### config.mk
export PLATFORM = sky130hd
export DESIGN_NAME = turn_sequencer
export DESIGN_NICKNAME = d
export VERILOG_FILES = /design/src/rtl/turn_sequencer_pkg.sv /design/src/rtl/turn_sequencer_key_edge.sv /design/src/rtl/turn_sequencer.sv
export SDC_FILE = /design/constraint.sdc
export NUM_CORES = 1
export LEC_CHECK = 0
export BUFFER_PORTS_ARGS = -buffer_cell sky130_fd_sc_hd__buf_4
export CAP_MARGIN = 30
export CORE_ASPECT_RATIO = 0.7
export CORE_MARGIN = 1.5
export CORE_UTILIZATION = 27
export CTS_BUF_LIST = sky130_fd_sc_hd__clkbuf_2
export DETAILED_ROUTE_END_ITERATION = 16
export GPL_ROUTABILITY_DRIVEN = 0
export SLEW_MARGIN = 0
export SYNTH_ARGS = -nofsm -noshare
export SYNTH_HDL_FRONTEND = slang
export SYNTH_SLANG_ARGS = --single-unit
### constraint.sdc
create_clock -name clk -period 6.7 [get_ports clk]
set_input_delay 1.34 -clock clk [delete_from_list [all_inputs] [get_ports clk]]
set_output_delay 1.34 -clock clk [all_outputs]
set_load 0.005 [all_outputs]
### src/rtl/turn_sequencer_pkg.sv
// Shared types, constants and the squared-distance helper for the artillery turn sequencer.
package turn_sequencer_pkg;

  typedef enum logic [2:0] {
    PhAim      = 3'd0,
    PhLaunch   = 3'd1,
    PhFlight   = 3'd2,
    PhResolve  = 3'd3,
    PhSettle   = 3'd4,
    PhGameOver = 3'd5
  } phase_t;

  typedef logic player_t;

  localparam logic [3:0] ANGLE_MAX  = 4'd8;
  localparam logic [2:0] POWER_MAX  = 3'd7;
  localparam logic [3:0] ANGLE0_RST = 4'd6;
  localparam logic [3:0] ANGLE1_RST = 4'd2;
  localparam logic [2:0] POWER_RST  = 3'd3;

  // Squared Euclidean distance between two screen points; fits in 21 bits for 10-bit coordinates.
  function automatic logic [21:0] dist_sq(input logic [9:0] ax, input logic [9:0] ay,
                                          input logic [9:0] bx, input logic [9:0] by);
    logic signed [10:0] dx;
    logic signed [10:0] dy;
    logic signed [21:0] sx;
    logic signed [21:0] sy;
    dx = $signed({1'b0, ax}) - $signed({1'b0, bx});
    dy = $signed({1'b0, ay}) - $signed({1'b0, by});
    sx = 22'(dx) * 22'(dx);
    sy = 22'(dy) * 22'(dy);
    return $unsigned(sx) + $unsigned(sy);
  endfunction

endpackage

### src/rtl/turn_sequencer_key_edge.sv
// Two-flop synchroniser followed by a registered rising-edge pulse (one clk wide).
module turn_sequencer_key_edge (
  input  logic clk_i,
  input  logic rst_i,
  input  logic d_i,
  output logic rise_o
);

  logic sync1_q, sync2_q, prev_q, rise_q;
  logic rise_d;

  always_comb begin
    rise_d = sync2_q & ~prev_q;
  end

  always_ff @(posedge clk_i or posedge rst_i) begin
    if (rst_i) begin
      sync1_q <= 1'b0;
      sync2_q <= 1'b0;
      prev_q  <= 1'b0;
      rise_q  <= 1'b0;
    end else begin
      sync1_q <= d_i;
      sync2_q <= sync1_q;
      prev_q  <= sync2_q;
      rise_q  <= rise_d;
    end
  end

  assign rise_o = rise_q;

endmodule

### src/rtl/turn_sequencer.sv
// Two-player turn controller: aim adjust, bomb launch, hit scoring, terrain settle and turn hand-over.
module turn_sequencer
  import turn_sequencer_pkg::*;
#(
  parameter int unsigned HEALTH_INIT    = 3,
  parameter int unsigned HIT_RADIUS     = 14,
  parameter int unsigned SETTLE_FRAMES  = 2,
  parameter int unsigned FLIGHT_TIMEOUT = 600
) (
  input  logic       clk,
  input  logic       reset,
  input  logic       frame_clk,
  input  logic       fire_key,
  input  logic       ang_up_key,
  input  logic       ang_dn_key,
  input  logic       pwr_up_key,
  input  logic       pwr_dn_key,
  input  logic [9:0] tank0_x,
  input  logic [9:0] tank0_y,
  input  logic [9:0] tank1_x,
  input  logic [9:0] tank1_y,
  input  logic [9:0] bomb_x,
  input  logic [9:0] bomb_y,
  input  logic       exploded,
  output logic       launch,
  output logic [9:0] launchX,
  output logic [9:0] launchY,
  output logic [3:0] angle,
  output logic [2:0] power,
  output logic       active_player,
  output logic [3:0] health0,
  output logic [3:0] health1,
  output logic       game_over,
  output logic       winner,
  output logic [2:0] phase
);

  localparam int unsigned FlightW = $clog2(FLIGHT_TIMEOUT + 1);
  localparam int unsigned SettleW = $clog2(SETTLE_FRAMES + 1);
  localparam logic [21:0] HitR2   = 22'(HIT_RADIUS * HIT_RADIUS);
  localparam logic [3:0]  HealthI = 4'(HEALTH_INIT);

  logic frame_tick, fire_rise, ang_up_rise, ang_dn_rise, pwr_up_rise, pwr_dn_rise;

  turn_sequencer_key_edge u_frame (.clk_i(clk), .rst_i(reset), .d_i(frame_clk),
                                   .rise_o(frame_tick));
  turn_sequencer_key_edge u_fire  (.clk_i(clk), .rst_i(reset), .d_i(fire_key),
                                   .rise_o(fire_rise));
  turn_sequencer_key_edge u_ang_up(.clk_i(clk), .rst_i(reset), .d_i(ang_up_key),
                                   .rise_o(ang_up_rise));
  turn_sequencer_key_edge u_ang_dn(.clk_i(clk), .rst_i(reset), .d_i(ang_dn_key),
                                   .rise_o(ang_dn_rise));
  turn_sequencer_key_edge u_pwr_up(.clk_i(clk), .rst_i(reset), .d_i(pwr_up_key),
                                   .rise_o(pwr_up_rise));
  turn_sequencer_key_edge u_pwr_dn(.clk_i(clk), .rst_i(reset), .d_i(pwr_dn_key),
                                   .rise_o(pwr_dn_rise));

  phase_t               phase_q, phase_d;
  player_t              active_q, active_d;
  logic [3:0]           angle0_q, angle0_d, angle1_q, angle1_d;
  logic [2:0]           power0_q, power0_d, power1_q, power1_d;
  logic [3:0]           health0_q, health0_d, health1_q, health1_d;
  logic [9:0]           launch_x_q, launch_x_d, launch_y_q, launch_y_d;
  logic                 winner_q, winner_d;
  logic [FlightW-1:0]   flight_cnt_q, flight_cnt_d;
  logic [SettleW-1:0]   settle_cnt_q, settle_cnt_d;
  logic                 entry_q, entry_d;
  logic                 miss_q, miss_d;

  logic       hit0, hit1;
  logic       ang_inc, ang_dec, pwr_inc, pwr_dec;
  logic [3:0] ang_cur, ang_new;
  logic [2:0] pwr_cur, pwr_new;

  always_comb begin
    hit0 = dist_sq(bomb_x, bomb_y, tank0_x, tank0_y) <= HitR2;
    hit1 = dist_sq(bomb_x, bomb_y, tank1_x, tank1_y) <= HitR2;
  end

  // Opposing edges in the same cycle cancel; saturate at the range limits.
  always_comb begin
    ang_inc = ang_up_rise & ~ang_dn_rise;
    ang_dec = ang_dn_rise & ~ang_up_rise;
    pwr_inc = pwr_up_rise & ~pwr_dn_rise;
    pwr_dec = pwr_dn_rise & ~pwr_up_rise;
    ang_cur = active_q ? angle1_q : angle0_q;
    pwr_cur = active_q ? power1_q : power0_q;
    ang_new = ang_cur;
    pwr_new = pwr_cur;
    if (ang_inc && ang_cur != ANGLE_MAX) ang_new = ang_cur + 4'd1;
    else if (ang_dec && ang_cur != 4'd0) ang_new = ang_cur - 4'd1;
    if (pwr_inc && pwr_cur != POWER_MAX) pwr_new = pwr_cur + 3'd1;
    else if (pwr_dec && pwr_cur != 3'd0) pwr_new = pwr_cur - 3'd1;
  end

  always_ff @(posedge clk or posedge reset) begin
    if (reset) begin
      phase_q      <= PhAim;
      active_q     <= 1'b0;
      angle0_q     <= ANGLE0_RST;
      angle1_q     <= ANGLE1_RST;
      power0_q     <= POWER_RST;
      power1_q     <= POWER_RST;
      health0_q    <= HealthI;
      health1_q    <= HealthI;
      launch_x_q   <= '0;
      launch_y_q   <= '0;
      winner_q     <= 1'b0;
      flight_cnt_q <= '0;
      settle_cnt_q <= '0;
      entry_q      <= 1'b0;
      miss_q       <= 1'b0;
    end else begin
      phase_q      <= phase_d;
      active_q     <= active_d;
      angle0_q     <= angle0_d;
      angle1_q     <= angle1_d;
      power0_q     <= power0_d;
      power1_q     <= power1_d;
      health0_q    <= health0_d;
      health1_q    <= health1_d;
      launch_x_q   <= launch_x_d;
      launch_y_q   <= launch_y_d;
      winner_q     <= winner_d;
      flight_cnt_q <= flight_cnt_d;
      settle_cnt_q <= settle_cnt_d;
      entry_q      <= entry_d;
      miss_q       <= miss_d;
    end
  end

  always_comb begin
    phase_d      = phase_q;
    active_d     = active_q;
    angle0_d     = angle0_q;
    angle1_d     = angle1_q;
    power0_d     = power0_q;
    power1_d     = power1_q;
    health0_d    = health0_q;
    health1_d    = health1_q;
    launch_x_d   = launch_x_q;
    launch_y_d   = launch_y_q;
    winner_d     = winner_q;
    flight_cnt_d = flight_cnt_q;
    settle_cnt_d = settle_cnt_q;
    entry_d      = 1'b0;
    miss_d       = miss_q;
    case (phase_q)
      PhAim: begin
        if (fire_rise) begin
          phase_d    = PhLaunch;
          launch_x_d = active_q ? tank1_x : tank0_x;
          launch_y_d = active_q ? tank1_y : tank0_y;
        end else if (active_q) begin
          angle1_d = ang_new;
          power1_d = pwr_new;
        end else begin
          angle0_d = ang_new;
          power0_d = pwr_new;
        end
      end
      PhLaunch: begin
        if (frame_tick) begin
          phase_d      = PhFlight;
          flight_cnt_d = '0;
          entry_d      = 1'b1;
        end
      end
      PhFlight: begin
        // The bomb's flag may still show the previous detonation on the entry cycle.
        if (exploded && !entry_q) begin
          phase_d = PhResolve;
          miss_d  = 1'b0;
        end else if (flight_cnt_q == FlightW'(FLIGHT_TIMEOUT)) begin
          phase_d = PhResolve;
          miss_d  = 1'b1;
        end else if (frame_tick) begin
          flight_cnt_d = flight_cnt_q + 1'b1;
        end
      end
      PhResolve: begin
        if (!miss_q) begin
          if (hit0 && health0_q != 4'd0) health0_d = health0_q - 4'd1;
          if (hit1 && health1_q != 4'd0) health1_d = health1_q - 4'd1;
        end
        phase_d      = PhSettle;
        settle_cnt_d = '0;
      end
      PhSettle: begin
        if (settle_cnt_q == SettleW'(SETTLE_FRAMES)) begin
          if (health0_q == 4'd0 || health1_q == 4'd0) begin
            phase_d  = PhGameOver;
            winner_d = (health0_q == 4'd0 && health1_q == 4'd0) ? ~active_q
                                                                : (health0_q == 4'd0);
          end else begin
            phase_d  = PhAim;
            active_d = ~active_q;
          end
        end else if (frame_tick) begin
          settle_cnt_d = settle_cnt_q + 1'b1;
        end
      end
      PhGameOver: begin
        if (fire_rise) begin
          phase_d   = PhAim;
          active_d  = 1'b0;
          angle0_d  = ANGLE0_RST;
          angle1_d  = ANGLE1_RST;
          power0_d  = POWER_RST;
          power1_d  = POWER_RST;
          health0_d = HealthI;
          health1_d = HealthI;
        end
      end
      default: phase_d = PhAim;
    endcase
  end

  always_comb begin
    launch        = (phase_q == PhLaunch);
    game_over     = (phase_q == PhGameOver);
    phase         = phase_q;
    launchX       = launch_x_q;
    launchY       = launch_y_q;
    angle         = active_q ? angle1_q : angle0_q;
    power         = active_q ? power1_q : power0_q;
    active_player = active_q;
    health0       = health0_q;
    health1       = health1_q;
    winner        = winner_q;
  end

endmodule

==> results_dict.tcl, run 1 <==
set metrics [dict create \
    status "complete, but fails checks" \
    violations "setup timing" \
    antenna_found_initial 5 \
    clockBufferDepth 2 \
    worstPathMaxFanout 3 \
    final.setup.tns_ns -15.31 \
    vias_per_cell 4.30 \
    holdCritPathClass "reg2reg" \
    clk_pin_slew_ns 0.43 \
    ioPinCount 111 \
    hold_depth 1 \
    fmax_ghz 0.115 \
    synth_fp_nets 3195 \
    slew_viol_final 0 \
    cts_tree "done" \
    cp-start-kind "input pin" \
    max_stage_delay_ns 0.62 \
    root_buffer "clkbuf_2" \
    worst_pin_slew_ns 1.00 \
    insertedDiodeCount 0 \
    hold-worst-slack_ns 0.298 \
    start_util_pct 27.2 \
    crit_path_end_kind "register" \
    fin_worst_skew_ns 0.0959 \
    core_um2 82400 \
    drv_cap 0 \
    cts_hold_buf 0 \
    finalHoldViolCount 0 \
    setup_viol_count_final 8 \
    dieHeight_um 244 \
    nNetsFinal 3784 \
    path_delay_family "adder cells" \
    cp.required_ns 7.40 \
    rsz0062_at_grt "true" \
    synth-seq-cells 85 \
    rows 88 \
    die-area_um2 84900 \
    grt_pass1_wl_mm 107 \
    netlist_area_um2 22400 \
    grt_max_degree 44 \
    cp_num_buf_inv 10 \
    synth.yosys.warnings 0 \
    fin_crit_ns 8.69 \
    netlist_instances 2437 \
    hold_path_end "u_ang_dn.rise_o$_DFF_PP0_" \
    r2r_end "power1_q[2]$_DFFE_PP0P_" \
    multiInputGateArea_um2 18600 \
    r2r_slack_ns 3.70 \
    io_buffers 110 \
    synthFlopType "dfrtp_1" \
    fin_ws_ns -1.99 \
    routed_wl_mm 67.6 \
    grt_pass1_vias 18498 \
    reg2reg_from "active_player$_DFFE_PP0P_" \
    dp_hpwl_mm 59.9 \
    fillers 8310 \
    final_antenna_net_count 0 \
    syn_to_final_growth_pct 32.2 \
    cts_htree_levels 3 \
    synth-edff-count 0 \
    hp-start "u_ang_dn.prev_q$_DFF_PP0_" \
    fin_crit_sh_pct 130 \
    crit_slowest_cell "fa_2" \
    synthArstFlopShare_pct 100 \
    pre_cts_ws_ns -3.03 \
    drt_iter0_markers 1265 \
    arrival_ns 9.39 \
    worstRegToRegCells 9 \
    grt_use_total_pct 16.5 \
    vias 17681 \
    regArea_um2 2140 \
    utilization_pct 36.0 \
    drive_gt1_share_pct 28.8 \
    yosysUniqueCellTypes 74 \
    ys_seq_area_share_pct 9.54 \
    numCtsBuffers 9 \
    firstDrtPassIters 6 \
    post_drt_wl_per_cell_um 16.4 \
    clock_latency_ns 0.80 \
    timing.slew.headroom_pct 33.3 \
    chipWidth_um 348 \
    grt_overflow 0 \
    cts_sinks 85 \
    avgSynthCellArea_um2 9.21 \
    crit_type "in2reg" \
    drc_errors 0 \
]
## kinds of logic (layout without fill, tap and decap cells)
group | Yosys count | after routing | synth area share, %
flip-flops | 85 | 85 | 9.54
AND/OR/NAND/NOR | 543 | 543 | 10.7
buffers and inverters | 734 | 1328 | 12.3
multiplexers | 47 | 47 | 2.14
XOR/XNOR | 88 | 88 | 3.75
AO/OA/AOI/OAI | 251 | 251 | 7.24
adder cells (fa/ha/maj) | 689 | 689 | 54.3
## cells in the final DEF (no fill, tap or decap), types with 19 or more instances in the layout
master / count
inv_1: 662
buf_4: 583
fa_1: 433
nor2_1: 196
ha_1: 191
nand2_1: 144
dfrtp_1: 73
a21oi_1: 64
xnor2_1: 56
fa_2: 41
mux2i_1: 37
a21o_1: 29
o21ai_0: 29
inv_2: 26
nor2b_1: 24
nor2_2: 23
nor3_1: 22
xor2_1: 20
nor2_4: 20
ha_4: 20
nand2b_1: 19
## layout make-up
type / instances / area share, %
multi-input cells: 1618 / 62.6
repair buffers: 608 / 16.1
inverters: 704 / 9.02
flip-flops and latches: 85 / 7.22
well taps: 1080 / 4.55
clock inverters: 7 / 0.283
clock buffers: 9 / 0.152
## per-layer routing
| layer | GRT usage, % | wire [um] | part of all wire [%] | vias to the layer above |
|---|---|---|---|---|
| li1 | - | - | - | 8520 |
| met1 | 26.1 | 34400 | 51 | 8552 |
| met2 | 19.5 | 23400 | 35 | 563 |
| met3 | 8.38 | 9360 | 14 | 36 |
| met4 | 1.26 | 367 | 0.54 | 10 |
| met5 | 0 | 60 | 0.089 | - |
## sequential cells by signal, indices dropped and copies added, names as in the netlist, 2 cells and up
name	flops
launchX	10
angle0_q	4
health0	4
health1	4
flight_cnt_q	10
settle_cnt_q	2
launchY	10
phase	3
power0_q	3
angle1_q	4
power1_q	3
## through the flow
stage,cells,cell area [um2]
6_report,4111,29700
5_1_grt,4111,29700
4_1_cts,4095,29100
3_5_place_dp,4062,28500
3_3_place_gp,4062,28500
2_1_floorplan,2437,22900
## worst max-delay path by stage
stage,start,endpoint,slack (ns),depth (start not counted)
after floorplan,bomb_x[0],health0[1]$_DFFE_PP1P_,-2.16,34
after global placement,tank0_x[1],health0[1]$_DFFE_PP1P_,-2.93,32
after detailed placement,tank0_x[1],health0[1]$_DFFE_PP1P_,-3.03,32
after CTS,bomb_y[0],health0[1]$_DFFE_PP1P_,-1.82,35
after global routing,bomb_y[0],health0[1]$_DFFE_PP1P_,-2.29,37
final,bomb_y[0],health0[1]$_DFFE_PP1P_,-1.99,34
## timing repair
action                                  CTS  global route
endpoints found under the setup margin    8             8
resized for setup                        88            89
gates cloned                              0             2
buffers inserted                         18            12
pin swaps                                82            68
## Yosys cell counts (all sizes together) (8+ instances only)
cell	count	area, um2
a21boi	9	67.6
nor4	9	71.3
mux2	8	90.1
fa	474	9490
xnor2	60	541
mux2i	39	390
or3	8	50.1
a21o	31	233
nand2	156	586
nor2	239	900
clkinv	13	48.8
inv	691	2590
o211ai	9	67.6
a31oi	10	62.6
a21oi	77	389
o21ai	51	255
dfstp	11	289
nand2b	21	131
nand3	13	65.1
ha	215	2690
clkbuf	23	86.3
a211oi	14	120
and2	16	100
nor2b	25	156
dfrtp	74	1850
xor2	24	210
nor3	23	115
Power of run 1 is left out: the tool's default activity adds up to more than one toggle a clock period on the data nets, which glitch-free logic cannot reach.
==> inputs of run 2 (changes only) <==
==> constraint.sdc (replaced) <==
create_clock -name clk -period 7.6 [get_ports clk]
set_input_delay 1.52 -clock clk [delete_from_list [all_inputs] [get_ports clk]]
set_output_delay 1.52 -clock clk [all_outputs]
set_load 0.05 [all_outputs]
==> run 2 against run 1 <==
Against the previous run:
- clock-buffer cell count did not move
- largest cell class unchanged
- first-iteration DRC count rose by 2.5%
- critical path depth rose by 1
- non-clock buffer count rose by 2
- final cell count barely moved
- the flow still finishes with violations (setup timing)
- worst hold slack got worse by 0.019 ns
- clock skew rose by 0.020 ns
- critical endpoint unchanged
- register-to-register slack improved by 0.97 ns
- setup slack improved by 0.71 ns
- utilization rose by 0.091 points
- via count rose by 0.25%
- global-route usage fell by 0.062 points
==> results_dict.tcl, run 2 (synthesis results as in run 1) <==
set metrics [dict create \
    drive_gt1_share_pct 29.2 \
    violations "setup timing" \
    grt_use_total_pct 16.4 \
    cts_htree_levels 3 \
    vias 17726 \
    die-area_um2 84900 \
    finalHoldViolCount 0 \
    root_buffer "clkbuf_2" \
    io_buffers 110 \
    worstPathMaxFanout 4 \
    drc_errors 0 \
    worst_pin_slew_ns 0.998 \
    cts_tree "done" \
    firstDrtPassIters 6 \
    dp_hpwl_mm 59.3 \
    numCtsBuffers 9 \
    grt_pass1_vias 18417 \
    fin_worst_skew_ns 0.116 \
    timing.slew.headroom_pct 33.5 \
    holdCritPathClass "reg2reg" \
    antenna_found_initial 6 \
    grt_max_degree 44 \
    core_um2 82400 \
    dieHeight_um 244 \
    clock_latency_ns 0.83 \
    setup_viol_count_final 8 \
    rsz0062_at_grt "true" \
    fin_crit_sh_pct 117 \
    crit_type "in2reg" \
    drv_cap 0 \
    critPathMostFrequentCell "fa_1" \
    fin_crit_ns 8.88 \
    hold-worst-slack_ns 0.279 \
    crit_slowest_cell "fa_2" \
    layout_common_cells "652 x inv_1, 580 x buf_4, 434 x fa_1" \
    crit_path_end_kind "register" \
    drt_iter0_markers 1296 \
    fmax_ghz 0.113 \
    grt_overflow 0 \
    arrival_ns 9.58 \
    chipWidth_um 348 \
    fin_ws_ns -1.28 \
    max_stage_delay_ns 0.60 \
    status "complete, but fails checks" \
    syn_to_final_growth_pct 32.6 \
    cp_num_buf_inv 8 \
    path_delay_family "adder cells" \
    nNetsFinal 3786 \
    vias_per_cell 4.31 \
    utilization_pct 36.1 \
    post_drt_wl_per_cell_um 16.3 \
    cp.required_ns 8.30 \
    layout_commonest_cell "inv_1" \
    grt_pass1_wl_mm 107 \
    start_util_pct 27.2 \
    clk_pin_slew_ns 0.46 \
    ioPinCount 111 \
    routed_wl_mm 67.0 \
    slew_viol_final 0 \
    cp-start-kind "input pin" \
    final_antenna_net_count 0 \
    clockBufferDepth 2 \
    cts_sinks 85 \
    rows 88 \
]
[run 2: layout make-up]
cell class	instances	area (um2)
inverter	704	2680
antenna	1	2.50
timing repair buffer	610	4830
multi-input combinational	1618	18600
tap	1080	1350
clock buffer	9	45.0
fill	8326	52600
sequential	85	2140
clock inverter	7	83.8
[run 2: worst paths after layout]
check / startpoint / endpoint / slack (ns) / cells after the start
worst max-delay path: bomb_x[0] / health0[1]$_DFFE_PP1P_ / -1.28 / 35
worst min-delay path: u_ang_dn.prev_q$_DFF_PP0_ / u_ang_dn.rise_o$_DFF_PP0_ / 0.28 / 1
worst max register to register: active_player$_DFFE_PP0P_ / power0_q[2]$_DFFE_PP0P_ / 4.67 / 9
worst min register to register: u_ang_dn.prev_q$_DFF_PP0_ / u_ang_dn.rise_o$_DFF_PP0_ / 0.28 / 1
max in group asynchronous: reset / launchX[7]$_DFFE_PP0P_ / 5.71 / 3
min in group asynchronous: reset / settle_cnt_q[0]$_DFFE_PP0P_ / 0.66 / 2
[run 2: per-stage QoR]
step / worst slack [ns] / setup TNS (ns) / cell area, um2 / cells
6_report: -1.28 / -9.53 / 29700 / 4114
3_3_place_gp: -2.21 / -16.90 / 28500 / 4059
2_1_floorplan: -1.44 / -10.35 / 22900 / 2437
3_5_place_dp: -2.29 / -17.20 / 28500 / 4059
5_1_grt: -1.52 / -11.71 / 29700 / 4114
4_1_cts: -1.13 / -8.48 / 29200 / 4099
[run 2: what timing repair did]
action	4_1_cts	5_1_grt
hold buffers	0	0
setup buffers	24	12
endpoints found under the hold margin	0	0
gates resized for setup	96	108
gates cloned	2	0
pin swaps	93	62
endpoints found under the setup margin	8	8
[run 2: per-layer routing]
layer	share of wire, %	vias up	GRT usage [%]
met5	0.53	-	0.850
met4	0.31	14	0.963
met3	13	36	8.25
met2	34	551	19.5
met1	52	8617	26.1
li1	-	8508	-
Power of run 2 is left out for the same reason.
